## src/rtl/lbp_pkg.sv

```systemverilog
// Shared types and constants for the LBP photodiode sequencer.
// FSM states, register offsets and control/status bit positions.
package lbp_pkg;

  typedef enum logic [2:0] {
    ST_IDLE    = 3'd0,
    ST_RST     = 3'd1,
    ST_SAMPLE  = 3'd2,
    ST_GAP     = 3'd3,
    ST_SELECT  = 3'd4,
    ST_STROBE  = 3'd5,
    ST_CAPTURE = 3'd6,
    ST_DONE    = 3'd7
  } state_t;

  localparam logic [3:0] OFF_CTRL   = 4'h0;
  localparam logic [3:0] OFF_CFG    = 4'h4;
  localparam logic [3:0] OFF_STATUS = 4'h8;
  localparam logic [3:0] OFF_RESULT = 4'hC;

  localparam int CTRL_START  = 0;
  localparam int CTRL_CONT   = 1;
  localparam int CTRL_IRQ_EN = 2;
  localparam int CTRL_ABORT  = 3;

  localparam int STAT_BUSY = 0;
  localparam int STAT_DONE = 1;
  localparam int STAT_OVR  = 2;

  function automatic logic [7:0] at_least_one(
    input logic [7:0] v
  );
    return (v == 8'd0) ? 8'd1 : v;
  endfunction

endpackage

```

## src/rtl/lbp_wb_regs.sv

```systemverilog
// Wishbone slave register file for the LBP sequencer.
// Holds CTRL/CFG/STATUS/RESULT and emits start/abort pulses.
module lbp_wb_regs
  import lbp_pkg::*;
#(
  parameter int          N_PD     = 12,
  parameter logic [31:0] BASE_ADR = 32'h3000_0000
) (
  input  logic            clk,
  input  logic            rst_n,
  input  logic            wbs_cyc_i,
  input  logic            wbs_stb_i,
  input  logic            wbs_we_i,
  input  logic [3:0]      wbs_sel_i,
  input  logic [31:0]     wbs_adr_i,
  input  logic [31:0]     wbs_dat_i,
  output logic [31:0]     wbs_dat_o,
  output logic            wbs_ack_o,
  input  logic            busy,
  input  logic            frame_done,
  input  logic [N_PD-1:0] pattern,
  output logic            start,
  output logic            abort,
  output logic            continuous,
  output logic [7:0]      cfg_s,
  output logic [7:0]      cfg_h,
  output logic [4:0]      cfg_c,
  output logic            irq
);

  logic            hit;
  logic            req;
  logic            served;
  logic            acc;
  logic            wr;
  logic [3:0]      off;
  logic            wr_ctrl;
  logic            wr_cfg;
  logic            wr_stat;
  logic            clr_done;
  logic            clr_ovr;
  logic            irq_en;
  logic            done;
  logic            ovr;
  logic [N_PD-1:0] result;
  logic [31:0]     rdata;
  logic            unused;

  assign hit     = wbs_adr_i[31:4] == BASE_ADR[31:4];
  assign req     = wbs_cyc_i & wbs_stb_i & hit;
  assign acc     = req & ~served;
  assign wr      = acc & wbs_we_i;
  assign off     = wbs_adr_i[3:0];
  assign wr_ctrl = wr & (off == OFF_CTRL);
  assign wr_cfg  = wr & (off == OFF_CFG);
  assign wr_stat = wr & (off == OFF_STATUS);
  assign clr_done = wr_stat & wbs_sel_i[0]
                  & wbs_dat_i[STAT_DONE];
  assign clr_ovr  = wr_stat & wbs_sel_i[0]
                  & wbs_dat_i[STAT_OVR];
  assign irq     = done & irq_en;
  assign unused  = ^wbs_dat_i[31:21];

  // read mux; unaligned offsets read as zero
  always_comb begin
    rdata = '0;
    case (off)
      OFF_CTRL: begin
        rdata[CTRL_CONT]   = continuous;
        rdata[CTRL_IRQ_EN] = irq_en;
      end
      OFF_CFG:    rdata = {11'd0, cfg_c, cfg_h, cfg_s};
      OFF_STATUS: begin
        rdata[STAT_BUSY] = busy;
        rdata[STAT_DONE] = done;
        rdata[STAT_OVR]  = ovr;
      end
      OFF_RESULT: rdata = 32'(result);
      default:    rdata = '0;
    endcase
  end

  // handshake: one ack per strobe burst, registered read data
  always_ff @(posedge clk or negedge rst_n) begin
    if (!rst_n) begin
      served    <= 1'b0;
      wbs_ack_o <= 1'b0;
      wbs_dat_o <= '0;
    end else begin
      served    <= req;
      wbs_ack_o <= acc;
      if (acc && !wbs_we_i) wbs_dat_o <= rdata;
    end
  end

  // control and config registers, start/abort self-clear
  always_ff @(posedge clk or negedge rst_n) begin
    if (!rst_n) begin
      start      <= 1'b0;
      abort      <= 1'b0;
      continuous <= 1'b0;
      irq_en     <= 1'b0;
      cfg_s      <= '0;
      cfg_h      <= '0;
      cfg_c      <= '0;
    end else begin
      start <= 1'b0;
      abort <= 1'b0;
      if (wr_ctrl && wbs_sel_i[0]) begin
        start      <= wbs_dat_i[CTRL_START];
        abort      <= wbs_dat_i[CTRL_ABORT];
        continuous <= wbs_dat_i[CTRL_CONT];
        irq_en     <= wbs_dat_i[CTRL_IRQ_EN];
      end
      if (wr_cfg && wbs_sel_i[0]) cfg_s <= wbs_dat_i[7:0];
      if (wr_cfg && wbs_sel_i[1]) cfg_h <= wbs_dat_i[15:8];
      if (wr_cfg && wbs_sel_i[2]) cfg_c <= wbs_dat_i[20:16];
    end
  end

  // status and result; frame completion beats a same-cycle clear
  always_ff @(posedge clk or negedge rst_n) begin
    if (!rst_n) begin
      done   <= 1'b0;
      ovr    <= 1'b0;
      result <= '0;
    end else begin
      if (frame_done) begin
        done   <= 1'b1;
        result <= pattern;
      end else if (clr_done) begin
        done <= 1'b0;
      end
      if (frame_done && done) ovr <= 1'b1;
      else if (clr_ovr)       ovr <= 1'b0;
    end
  end

endmodule

```

## src/rtl/lbp_sequencer.sv

```systemverilog
// LBP photodiode sequencer: resets the pixel, samples the centre,
// then compares each channel against it to build a binary pattern.
module lbp_sequencer
  import lbp_pkg::*;
#(
  parameter int          N_PD     = 12,
  parameter logic [31:0] BASE_ADR = 32'h3000_0000
) (
  input  logic            wb_clk_i,
  input  logic            wb_rst_n,
  input  logic            wbs_cyc_i,
  input  logic            wbs_stb_i,
  input  logic            wbs_we_i,
  input  logic [3:0]      wbs_sel_i,
  input  logic [31:0]     wbs_adr_i,
  input  logic [31:0]     wbs_dat_i,
  output logic [31:0]     wbs_dat_o,
  output logic            wbs_ack_o,
  input  logic            cmp_i,
  output logic [N_PD-1:0] pd_a_o,
  output logic [N_PD-1:0] pd_b_o,
  output logic            sh_rst_o,
  output logic            sh_o,
  output logic            sh_cmp_o,
  output logic            irq_o
);

  state_t          state, state_d;
  logic [7:0]      cnt, cnt_d;
  logic [7:0]      s_len, s_len_d;
  logic [7:0]      h_len, h_len_d;
  logic [4:0]      ctr, ctr_d;
  logic [4:0]      idx, idx_d;
  logic [N_PD-1:0] pat, pat_d;
  logic [N_PD-1:0] pd_a_d, pd_b_d;
  logic            sh_rst_d, sh_d, sh_cmp_d;
  logic            cmp_s1, cmp_s2;
  logic            start, abort, continuous;
  logic [7:0]      cfg_s, cfg_h;
  logic [4:0]      cfg_c;
  logic [7:0]      s_eff, h_eff;
  logic [4:0]      c_eff;
  logic            busy, frame_done;

  assign busy       = state != ST_IDLE;
  assign frame_done = state == ST_DONE;
  assign s_eff      = at_least_one(cfg_s);
  assign h_eff      = at_least_one(cfg_h);
  assign c_eff      = (int'(cfg_c) >= N_PD) ? 5'd0 : cfg_c;

  function automatic logic [N_PD-1:0] onehot(
    input logic [4:0] k
  );
    return {{(N_PD-1){1'b0}}, 1'b1} << k;
  endfunction

  lbp_wb_regs #(
    .N_PD     (N_PD),
    .BASE_ADR (BASE_ADR)
  ) u_regs (
    .clk        (wb_clk_i),
    .rst_n      (wb_rst_n),
    .wbs_cyc_i  (wbs_cyc_i),
    .wbs_stb_i  (wbs_stb_i),
    .wbs_we_i   (wbs_we_i),
    .wbs_sel_i  (wbs_sel_i),
    .wbs_adr_i  (wbs_adr_i),
    .wbs_dat_i  (wbs_dat_i),
    .wbs_dat_o  (wbs_dat_o),
    .wbs_ack_o  (wbs_ack_o),
    .busy       (busy),
    .frame_done (frame_done),
    .pattern    (pat),
    .start      (start),
    .abort      (abort),
    .continuous (continuous),
    .cfg_s      (cfg_s),
    .cfg_h      (cfg_h),
    .cfg_c      (cfg_c),
    .irq        (irq_o)
  );

  // two-flop synchroniser for the asynchronous comparator
  always_ff @(posedge wb_clk_i or negedge wb_rst_n) begin
    if (!wb_rst_n) begin
      cmp_s1 <= 1'b0;
      cmp_s2 <= 1'b0;
    end else begin
      cmp_s1 <= cmp_i;
      cmp_s2 <= cmp_s1;
    end
  end

  // next state, counters and next-cycle analog controls
  always_comb begin
    state_d = state;
    cnt_d   = cnt;
    s_len_d = s_len;
    h_len_d = h_len;
    ctr_d   = ctr;
    idx_d   = idx;
    pat_d   = pat;
    unique case (state)
      ST_IDLE: begin
        if (start) begin
          state_d = ST_RST;
          s_len_d = s_eff;
          h_len_d = h_eff;
          ctr_d   = c_eff;
          cnt_d   = s_eff - 8'd1;
        end
      end
      ST_RST: begin
        if (cnt == 8'd0) begin
          state_d = ST_SAMPLE;
          cnt_d   = h_len - 8'd1;
        end else begin
          cnt_d = cnt - 8'd1;
        end
      end
      ST_SAMPLE: begin
        if (cnt == 8'd0) begin
          state_d = ST_GAP;
          idx_d   = 5'd0;
        end else begin
          cnt_d = cnt - 8'd1;
        end
      end
      ST_GAP: begin
        state_d = ST_SELECT;
        cnt_d   = s_len - 8'd1;
      end
      ST_SELECT: begin
        if (cnt == 8'd0) state_d = ST_STROBE;
        else             cnt_d   = cnt - 8'd1;
      end
      ST_STROBE: begin
        state_d = ST_CAPTURE;
        cnt_d   = 8'd1;
      end
      ST_CAPTURE: begin
        if (cnt == 8'd0) begin
          pat_d = (pat & ~onehot(idx))
                | (cmp_s2 ? onehot(idx) : '0);
          if (idx == 5'(N_PD - 1)) begin
            state_d = ST_DONE;
          end else begin
            idx_d   = idx + 5'd1;
            state_d = ST_GAP;
          end
        end else begin
          cnt_d = cnt - 8'd1;
        end
      end
      ST_DONE: begin
        if (continuous) begin
          state_d = ST_RST;
          s_len_d = s_eff;
          h_len_d = h_eff;
          ctr_d   = c_eff;
          cnt_d   = s_eff - 8'd1;
        end else begin
          state_d = ST_IDLE;
        end
      end
      default: state_d = ST_IDLE;
    endcase
    if (abort) state_d = ST_IDLE;

    sh_rst_d = state_d == ST_RST;
    sh_d     = state_d == ST_SAMPLE;
    sh_cmp_d = state_d == ST_STROBE;
    pd_b_d   = sh_d ? onehot(ctr_d) : '0;
    pd_a_d   = (state_d == ST_SELECT || sh_cmp_d)
             ? onehot(idx_d) : '0;
  end

  // state and datapath registers
  always_ff @(posedge wb_clk_i or negedge wb_rst_n) begin
    if (!wb_rst_n) begin
      state <= ST_IDLE;
      cnt   <= '0;
      s_len <= '0;
      h_len <= '0;
      ctr   <= '0;
      idx   <= '0;
      pat   <= '0;
    end else begin
      state <= state_d;
      cnt   <= cnt_d;
      s_len <= s_len_d;
      h_len <= h_len_d;
      ctr   <= ctr_d;
      idx   <= idx_d;
      pat   <= pat_d;
    end
  end

  // registered analog controls, glitch-free and aligned with state
  always_ff @(posedge wb_clk_i or negedge wb_rst_n) begin
    if (!wb_rst_n) begin
      pd_a_o   <= '0;
      pd_b_o   <= '0;
      sh_rst_o <= 1'b0;
      sh_o     <= 1'b0;
      sh_cmp_o <= 1'b0;
    end else begin
      pd_a_o   <= pd_a_d;
      pd_b_o   <= pd_b_d;
      sh_rst_o <= sh_rst_d;
      sh_o     <= sh_d;
      sh_cmp_o <= sh_cmp_d;
    end
  end

endmodule

```

## config.mk

```make
export PLATFORM = sky130hd
export DESIGN_NAME = lbp_sequencer
export DESIGN_NICKNAME = d
export VERILOG_FILES = /design/src/rtl/lbp_pkg.sv /design/src/rtl/lbp_wb_regs.sv /design/src/rtl/lbp_sequencer.sv
export SDC_FILE = /design/constraint.sdc
export NUM_CORES = 1
export LEC_CHECK = 0
export ABC_AREA = 1
export CAP_MARGIN = 20
export CELL_PAD_IN_SITES_DETAIL_PLACEMENT = 1
export CELL_PAD_IN_SITES_GLOBAL_PLACEMENT = 1
export CORE_MARGIN = 2
export CORE_UTILIZATION = 40
export DETAILED_ROUTE_END_ITERATION = 12
export GPL_ROUTABILITY_DRIVEN = 0
export PLACE_DENSITY = 0.87
export SLEW_MARGIN = 20
export SYNTH_ARGS = -nofsm -noshare
export SYNTH_HDL_FRONTEND = slang
export SYNTH_SLANG_ARGS = --single-unit
```

## constraint.sdc

```tcl
create_clock -name wb_clk_i -period 3.68 [get_ports wb_clk_i]
set_input_delay 0.552 -clock wb_clk_i [delete_from_list [all_inputs] [get_ports wb_clk_i]]
set_output_delay 0.552 -clock wb_clk_i [all_outputs]
set_load 0.01 [all_outputs]
```

==> qor.yml <==
run_status:
  status: "complete, no violations"
power:
  p_per_area_mw_per_mm2: 397
  power.total_w: 0.00350
  ir_drop_v: 0.000392
  p_leak_nw: 4.24
clocking:
  post_cts_resized: 0
  cts_tree: "yes"
  cts_hold_buf: 0
  cts_sinks: 140
  cts-root-buf: "clkbuf_16"
  numCtsBuffers: 17
  clk_latency_ns: 0.43
  clkTransAtPathRegs_ns: 0.06
  post_cts_buffers: 0
  clockBufferDepth: 2
  cts_max_level: 4
setup_path:
  slowest_delay_ns: 0.50
  crit_path_end_kind: "register"
  critical_path_buf_inv_count: 2
  worst_ep_arrival_time_ns: 3.15
  cp_max_fo: 11
  critPathRequiredTime_ns: 4.01
  cp_cell_sequence: "inv_1 -> ha_1 -> nand3_1 -> nor2_2 -> nand2_2 -> o21ai_1 -> nand2_1 -> inv_1 -> nand4_1 -> nor2_1"
  worstSetupPathType: "register to register"
  crit_path_frequent_cell: "inv_1"
  slowest_stage: "nor2_2"
  cp_top_family: "simple AND/OR/NAND/NOR gates"
  cp-start-kind: "register"
floorplan:
  io_pins: 135
  dieArea_mm2: 0.0183
  rows: 48
  start_util_pct: 40.4
  coreArea_mm2: 0.0171
  die_x_um: 135
  fp.dieH_um: 135
yosys:
  ys_seq_area_share_pct: 50.7
  synth_ff_type: "dfrtp_1"
  synth-edff-count: 0
  synthArstFlopShare_pct: 100
  synthTopCellsByArea: "dfrtp_1, nand2_1, o21ai_0"
  synth_top_area_share_pct: 50.7
  ys.warnings.count: 0
  avgSynthCellArea_um2: 7.83
  ys_ff_latch: 140
  syn_area_mm2: 0.00691
  syn_inst: 883
  synth_area_leader_cell: "dfrtp_1"
  synth_cell_types: 41
worst_hold_path:
  hold_path_class: "input port to async pin"
sta:
  grt_setup_unrepaired: "false"
  slew_headroom_pct: 53.6
  final.min_clock_period_ns: 2.82
  setup_viol: 0
  clock-skew-final_ns: 0.0158
  worst_pin_slew_ns: 0.696
  max_freq_mhz: 355
  final.setup.tns_ns: 0
  holdWs_ns: 0.141
  period_share_pct: 76.5
  finalHoldViolCount: 0
  drv_slew: 0
layout:
  layoutNonFillerInstCount: 1238
  drive_gt1_share_pct: 6.52
  area.growth.synth_to_final_pct: 27.7
  layout.nets: 1084
  diodes: 0
drt:
  viasPerCell: 5.10
  ant_nets: 0
  drt_iter0_markers: 379
  drcViolationCount: 0
  dr.pass1.iters: 4
  wl_um: 21600
  wire_per_inst_um: 17.4
  vias: 6311
grt:
  antenna_found_initial: 0
  grt_pass1_vias: 6753
  grt-ovfl-total: 0
  grt_max_degree: 74
  grt_use_total_pct: 24.8
  grt_pass1_wl_um: 35000
placed_design:
  numPortBuffers: 111
  hpwlAfterDp_um: 15300
  dp.cells: 1206
job:
  maxCapViolCount: 0
## kinds of logic (layout without fill, tap and decap cells)
family	count (synthesis)	in the layout	synth area share [%]
compound gates	142	142	11.3
xor+xnor	6	6	0.760
fa+ha+maj	10	10	1.81
buf+inv	150	270	9.09
flops	140	140	50.7
other cells	1	11	0.0542
simple gates	434	434	26.3
## sequential cells by signal, summed over array words and instances (netlist names), 3 cells and up, named ones only
name,count
u_regs.cfg_c,5
idx,5
pd_a_o,12
cnt,8
u_regs.result,12
state,3
pd_b_o,12
u_regs.cfg_h,8
ctr,5
h_len,8
u_regs.wbs_dat_o,21
u_regs.cfg_s,8
s_len,8
## layer usage
metal	up-vias	wire, um	track usage [%]
li1	3014	-	-
met1	3126	8920	29.4
met4	0	640	9.20
met2	124	11300	43.9
met5	-	0	0
met3	47	741	5.57
## placed cells by master, fill, tap and decap left out, types with 10 or more instances in the layout
cell type        instances
clkdlybuf4s50_1        110
nor3_1                  10
conb_1                  11
nand4_1                 15
o21ai_0                 92
nand2_1                240
nand3_1                 38
dfrtp_1                140
clkbuf_16               17
ha_1                    10
a21oi_1                 20
nor2_1                 109
inv_1                  118
## through the flow
stage / instance area [um^2] / worst slack (ns) / util, %
after floorplan: 6950 / 1.69 / -
after global placement: 8210 / 0.851 / 48.0
after detailed placement: 8210 / 0.752 / 48.0
after CTS: 8830 / 0.969 / 51.6
after global routing: 8830 / 0.709 / 51.6
final: 8830 / 0.864 / 51.6
## cell type report
type	instances	area (um^2)
clock buffers	23	488
well taps	225	282
repair buffers	115	1140
inverters	123	462
multi-input cells	603	2820
fillers	2087	8290
clock inverters	9	134
flip-flops and latches	140	3500
## path summary, 6_finish.rpt
path                       cells after the start               start  slack, ns                          end
max                                           10  cnt[0]$_DFFE_PN0P_       0.86          pd_b_o[3]$_DFF_PN0_
min                                            1            wb_rst_n       0.14  u_regs.cfg_s[4]$_DFFE_PN0P_
max reg2reg                                   10  cnt[0]$_DFFE_PN0P_       0.86          pd_b_o[3]$_DFF_PN0_
min reg2reg                                    0    cmp_s1$_DFF_PN0_       0.34             cmp_s2$_DFF_PN0_
max in group asynchronous                      2            wb_rst_n       2.70         h_len[7]$_DFFE_PN0P_
min in group wb_clk_i                          0    cmp_s1$_DFF_PN0_       0.34             cmp_s2$_DFF_PN0_
## synth_stat cells (4+ instances only)
library cell / count
nand2_1: 240
dfrtp_1: 140
inv_1: 118
nor2_1: 109
o21ai_0: 92
nand3_1: 38
a21oi_1: 20
nand4_1: 15
buf_4: 13
clkbuf_1: 10
ha_1: 10
nor3_1: 10
o22ai_1: 7
nand2_2: 6
nor2_2: 5
or2_2: 5
inv_2: 4
o21a_1: 4
xor2_1: 4
## worst register-to-register path, cell delays in order (launching register included)
cell and delay (ns):
dfrtp_1 0.38, inv_1 0.14, ha_1 0.18, nand3_1 0.12, nor2_2 0.50, nand2_2 0.24, o21ai_1 0.42, nand2_1 0.14
inv_1 0.13, nand4_1 0.23, nor2_1 0.24
## power by group
part           switching (W)  internal [W]  total [W]
Sequential       0.000000582       0.00154    0.00154
Combinational      0.0000732     0.0000666   0.000140
Clock               0.000681       0.00114    0.00182
Total               0.000755       0.00275    0.00350
(Power assumes the default switching activity.)
